### src/rtl/camera_pwr_pkg.sv
// Shared state encoding and default timing constants
// for the camera power-off sequencer.
package camera_pwr_pkg;

   localparam int CNT_W = 20;

   localparam logic [CNT_W-1:0] RST_TO_PWDN_DEF  = 20'd65536;
   localparam logic [CNT_W-1:0] PWDN_SETTLE_DEF  = 20'd262144;
   localparam logic [CNT_W-1:0] STOP_TIMEOUT_DEF = 20'd1048575;

   typedef enum logic [2:0] {
      IDLE,
      STOP,
      WAIT_ACK,
      RST_LOW,
      PWDN_HIGH,
      OFF
   } pwr_state_t;

endpackage

### src/rtl/pwr_delay_cnt.sv
// Shared saturating delay counter with terminal-count compare.
// Count is the number of enabled cycles since the last clear.
module pwr_delay_cnt
   import camera_pwr_pkg::*;
(
   input  logic             clk_50M,
   input  logic             reset_n,
   input  logic             clr,
   input  logic             en,
   input  logic [CNT_W-1:0] limit,
   output logic             tc
);

   logic [CNT_W-1:0] count;

   always_ff @(posedge clk_50M or negedge reset_n) begin
      if (!reset_n) begin
         count <= '0;
      end else if (clr) begin
         count <= '0;
      end else if (en && (count != '1)) begin
         count <= count + 1'b1;
      end
   end

   // tc on the last cycle of a limit-cycle wait
   assign tc = (count >= (limit - 1'b1));

endmodule

### src/rtl/camera_power_off_seq.sv
// Camera power-off sequencer: stops the stream, asserts reset,
// then power-down, and passes the power-on sequencer through when idle.
module camera_power_off_seq
   import camera_pwr_pkg::*;
#(
   parameter logic [CNT_W-1:0] RST_TO_PWDN  = RST_TO_PWDN_DEF,
   parameter logic [CNT_W-1:0] PWDN_SETTLE  = PWDN_SETTLE_DEF,
   parameter logic [CNT_W-1:0] STOP_TIMEOUT = STOP_TIMEOUT_DEF
) (
   input  logic clk_50M,
   input  logic reset_n,
   input  logic pd_req,
   input  logic up_rstn,
   input  logic up_pwnd,
   input  logic up_initial_en,
   input  logic stop_ack,
   input  logic sccb_busy,
   output logic camera1_rstn,
   output logic camera2_rstn,
   output logic camera_pwnd,
   output logic initial_en,
   output logic stop_req,
   output logic seq_rst_n,
   output logic pd_busy,
   output logic pd_done,
   output logic stop_timeout
);

   pwr_state_t state, ns;

   logic rstn_q, pwnd_q, init_q, stop_q;
   logic seq_q, busy_q, done_q, tmo_q;
   logic rstn_d, pwnd_d, init_d, stop_d;
   logic seq_d, busy_d, done_d, tmo_d;

   logic             cnt_en;
   logic             cnt_tc;
   logic [CNT_W-1:0] cnt_limit;

   pwr_delay_cnt u_cnt (
      .clk_50M (clk_50M),
      .reset_n (reset_n),
      .clr     (ns != state),
      .en      (cnt_en),
      .limit   (cnt_limit),
      .tc      (cnt_tc)
   );

   always_comb begin
      ns        = state;
      cnt_en    = 1'b0;
      cnt_limit = STOP_TIMEOUT;
      rstn_d    = rstn_q;
      pwnd_d    = pwnd_q;
      init_d    = 1'b0;
      stop_d    = 1'b0;
      seq_d     = 1'b1;
      busy_d    = 1'b0;
      done_d    = 1'b0;
      tmo_d     = tmo_q;

      unique case (state)
         IDLE: begin
            if (pd_req) ns = STOP;
         end
         STOP: begin
            ns = WAIT_ACK;
         end
         WAIT_ACK: begin
            cnt_en = 1'b1;
            if (stop_ack && !sccb_busy) begin
               ns = RST_LOW;
            end else if (cnt_tc) begin
               ns    = RST_LOW;
               tmo_d = 1'b1;
            end
         end
         RST_LOW: begin
            cnt_en    = 1'b1;
            cnt_limit = RST_TO_PWDN;
            if (cnt_tc) ns = PWDN_HIGH;
         end
         PWDN_HIGH: begin
            cnt_en    = 1'b1;
            cnt_limit = PWDN_SETTLE;
            if (cnt_tc) ns = OFF;
         end
         OFF: begin
            if (!pd_req) ns = IDLE;
         end
         default: ns = IDLE;
      endcase

      // Outputs are registered from the state being entered
      unique case (ns)
         IDLE: begin
            rstn_d = up_rstn;
            pwnd_d = up_pwnd;
            init_d = up_initial_en;
         end
         STOP: begin
            stop_d = 1'b1;
            busy_d = 1'b1;
            tmo_d  = 1'b0;
         end
         WAIT_ACK: begin
            busy_d = 1'b1;
         end
         RST_LOW: begin
            rstn_d = 1'b0;
            pwnd_d = 1'b0;
            seq_d  = 1'b0;
            busy_d = 1'b1;
         end
         PWDN_HIGH: begin
            rstn_d = 1'b0;
            pwnd_d = 1'b1;
            seq_d  = 1'b0;
            busy_d = 1'b1;
         end
         OFF: begin
            rstn_d = 1'b0;
            pwnd_d = 1'b1;
            seq_d  = 1'b0;
            done_d = 1'b1;
         end
         default: ;
      endcase
   end

   always_ff @(posedge clk_50M or negedge reset_n) begin
      if (!reset_n) begin
         state  <= IDLE;
         rstn_q <= 1'b0;
         pwnd_q <= 1'b1;
         init_q <= 1'b0;
         stop_q <= 1'b0;
         seq_q  <= 1'b1;
         busy_q <= 1'b0;
         done_q <= 1'b0;
         tmo_q  <= 1'b0;
      end else begin
         state  <= ns;
         rstn_q <= rstn_d;
         pwnd_q <= pwnd_d;
         init_q <= init_d;
         stop_q <= stop_d;
         seq_q  <= seq_d;
         busy_q <= busy_d;
         done_q <= done_d;
         tmo_q  <= tmo_d;
      end
   end

   assign camera1_rstn = rstn_q;
   assign camera2_rstn = rstn_q;
   assign camera_pwnd  = pwnd_q;
   assign initial_en   = init_q;
   assign stop_req     = stop_q;
   assign seq_rst_n    = seq_q;
   assign pd_busy      = busy_q;
   assign pd_done      = done_q;
   assign stop_timeout = tmo_q;

endmodule

### config.mk
export PLATFORM = sky130hd
export DESIGN_NAME = camera_power_off_seq
export DESIGN_NICKNAME = d
export VERILOG_FILES = /design/src/rtl/camera_pwr_pkg.sv /design/src/rtl/pwr_delay_cnt.sv /design/src/rtl/camera_power_off_seq.sv
export SDC_FILE = /design/constraint.sdc
export NUM_CORES = 1
export LEC_CHECK = 0
export CORE_UTILIZATION = 57
export DETAILED_ROUTE_END_ITERATION = 10
export PLACE_DENSITY = 0.77
export SETUP_SLACK_MARGIN = 0.1
export SYNTH_ARGS = -nofsm -noshare
export SYNTH_HDL_FRONTEND = slang
export SYNTH_SLANG_ARGS = --single-unit
### constraint.sdc
create_clock -name clk_50M -period 3.35 [get_ports clk_50M]
set_input_delay 0.5025 -clock clk_50M [delete_from_list [all_inputs] [get_ports clk_50M]]
set_output_delay 0.5025 -clock clk_50M [all_outputs]
set_load 0.05 [all_outputs]
==> out/summary.txt <==
status -> completed
max cap viols -> 0
crit-path max FO -> 12
Layout Skew -> 0.007564 ns
PortBufs -> 16
EDFF count, synth -> 0
cts bufs inserted -> 5
Hold Crit Class -> reg2reg
# IOs -> 17
DR WL/cell -> 14.66 um
syn avg cell area -> 9.512 um^2
Biggest register -> u_cnt.count
initial drt markers -> 98
Worst Setup Start Kind -> flop
P_int -> 0.6615 mW
CTS tree -> yes
Unique masters post-synth -> 46
gr usage total -> 24.57%
row count -> 20
static leakage -> 0.9189 nW
total grt overflow -> 0
cells after synthesis -> 191
Final setup viols -> 0
Num Clock Sinks -> 31
async set-or-reset flop fraction in the synthesized netlist -> 100.0%
Root Driver -> clkbuf_4
Clock Pin Slew Worst Setup and Hold Paths -> 0.10 ns
WP data arrival -> 3.20 ns
Largest regs -> u_cnt.count (20), state (3)
Core Region -> 3028 um^2
Detail Route Antenna Nets -> 0
Net Sw Frac -> 36.41%
register bit total from synthesis -> 31
WP data required -> 3.57 ns
RSZ-0062 raised after global routing -> no
Net Sw Power -> 0.3788 mW
wirelength, routed -> 3695 um
Worst IR Drop VDD -> 289.9 uV
Final #Nets -> 221
vias in the first global route -> 1397
CP endpoint kind -> flop
drc violations -> 0
Sequential Power Share -> 46.0%
Post-Synthesis Net Count -> 205
H-tree depth -> 2
worst rel slew slack -> 66.60%
Most used DFF post-synth -> dfrtp_1
Chip Height -> 58.46 um
sequential area share after synthesis -> 42.84%
Setup Slack @ Placement -> 0.3962 ns
n_diodes -> 0
PD cells -> 507.3 nW/um^2
initial antenna violation count -> 0
f_max -> 0.3362 GHz
postcts setup bufs -> 0
fin crit share -> 88.79%
Die X -> 58.46 um
routability cong. -> 0.8713
first-pass GRT wire length -> 6168 um
clock share of power -> 24.0%
max FFs per register -> 20
kind of critical path -> reg2reg
slack of the critical path -> 0.3757 ns
via count -> 1461
Final Hold Fails -> 0
layout cells sized above 1 -> 12.02%
vias per cell -> 5.798
Pins Over Slew Limit -> 0
Worst-Skew Late Latency -> 0.33 ns
largest net degree at the start of global routing -> 32
Longest Clk Path Bufs -> 2
die area -> 3417 um^2
post-cts gate resize count -> 0
Synth warnings -> 0
Final TNS setup -> 0 ns
hold_buf cts -> 0
part of the power in combinational logic -> 30.0%
Pre-Repair DR Iteration Count -> 4
Initial Util -> 60.00%
Netlist Area Pre-Place -> 1817 um^2
area grow syn2layout -> 12.88%
Final Critical Period -> 2.974 ns
Worst Max-Slew Pin Slew -> 0.4994 ns
DP HPWL -> 2764 um
[cells in the mapped netlist (2+ instances only)]
cell type,instances,area share [%]
o21ai_0,4,1.1
and2_1,5,1.7
buf_6,3,1.9
nand4_1,8,2.8
inv_1,7,1.4
nor2_1,26,5.4
and4_1,2,0.96
o21ai_1,2,0.55
and4_4,2,1.2
buf_4,3,1.2
dfrtp_1,29,40
xnor2_1,6,2.9
nor3_1,4,1.1
mux2i_1,3,1.7
buf_2,4,1.1
dfstp_2,2,2.9
and3_2,3,1.2
ha_1,6,4.1
a21boi_0,2,0.83
xor2_1,12,5.8
nand3_1,8,2.2
nor2b_1,3,1.0
o211ai_1,2,0.83
a21oi_1,7,1.9
nand2_1,16,3.3
nand2b_1,2,0.69
[logic make-up after synthesis]
group           count (synthesis)  synth area share, %
simple gates                   86                24.59
flops                          31                42.84
compound gates                 28                11.64
xor+xnor                       18                8.678
buf+inv                        18                5.854
fa+ha+maj                       6                4.132
mux                             4                2.273
[layout by cell type, fill, tap and decap left out, drive strengths merged, types with 2 or more instances in the layout]
master | synthesis | routed
a21boi | 2 | 2
a21oi | 7 | 7
a311oi | 2 | 2
and2 | 5 | 5
and3 | 4 | 4
and4 | 4 | 4
buf | 10 | 4
clkbuf | 1 | 8
clkdlybuf4s50 | 0 | 16
dfrtp | 29 | 29
dfstp | 2 | 2
ha | 6 | 6
inv | 7 | 7
mux2i | 3 | 3
nand2 | 16 | 16
nand2b | 2 | 2
nand3 | 8 | 8
nand4 | 8 | 8
nor2 | 26 | 26
nor2b | 3 | 3
nor3 | 4 | 4
o211ai | 2 | 2
o21ai | 6 | 6
o31a | 2 | 2
xnor2 | 6 | 6
xor2 | 12 | 12
[critical path, stage by stage (launching register included)]
cell and delay (ns):
dfrtp_1 0.53, nand2b_1 0.22, or2_2 0.38, nand2_1 0.11, ha_1 0.25, a21oi_1 0.14, a21boi_0 0.13, a311oi_4 0.31
buf_4 0.23, mux2_2 0.18, o41ai_1 0.06, or3_1 0.31
[per-layer routing]
metal	part of all wire (%)	global-route usage [%]	wire, um	vias up
li1	-	-	-	693
met1	40	27.48	1494	699
met2	52	43.35	1904	52
met3	4.9	6.374	181	17
met4	3.1	12.24	115	0
met5	0	0	0	-
[power groups by stage]
| stage | combinational (mW) | sequential [mW] | clock (mW) |
|---|---|---|---|
| global placement | 0.296 | 0.479 | 0 |
| CTS | 0.313 | 0.475 | 0.257 |
| global route | 0.345 | 0.482 | 0.275 |
| detailed placement | 0.310 | 0.483 | 0 |
| finish | 0.312 | 0.479 | 0.249 |
| floorplan | 0.230 | 0.488 | 0 |
[final timing paths]
path | from | to | slack, ns | cells after the start
max | state[1]$_DFF_PN0_ | state[0]$_DFF_PN0_ | 0.38 | 11
max in group asynchronous | reset_n | camera_pwnd$_DFFE_PN1P_ | 2.48 | 2
min reg2reg | camera_pwnd$_DFFE_PN1P_ | camera_pwnd$_DFFE_PN1P_ | 0.50 | 2
max reg2reg | state[1]$_DFF_PN0_ | state[0]$_DFF_PN0_ | 0.38 | 11
min | camera_pwnd$_DFFE_PN1P_ | camera_pwnd$_DFFE_PN1P_ | 0.50 | 2
min in group asynchronous | reset_n | state[0]$_DFF_PN0_ | 0.54 | 2
[area by class of cell]
class	instances	area [um^2]
Clock buffer	8	68.82
Fill cell	246	977.2
Inverter	7	26.28
Multi-Input combinational cell	142	932.1
Sequential cell	31	778.2
Tap cell	44	55.05
Timing Repair Buffer	20	190.2
[metrics by stage]
stage	utilization (%)	cells	hold WS (ns)	cell area (um^2)	power [mW]
after floorplan	-	191	0.2069	1817	0.7179
after global placement	65.45	244	0.4817	1982	0.7757
after detailed placement	65.45	244	0.4895	1982	0.7933
after CTS	67.73	252	0.5038	2051	1.045
after global routing	67.73	252	0.5538	2051	1.102
final	67.73	252	0.5016	2051	1.040
No activity file was read; power rests on OpenSTA's default activity.
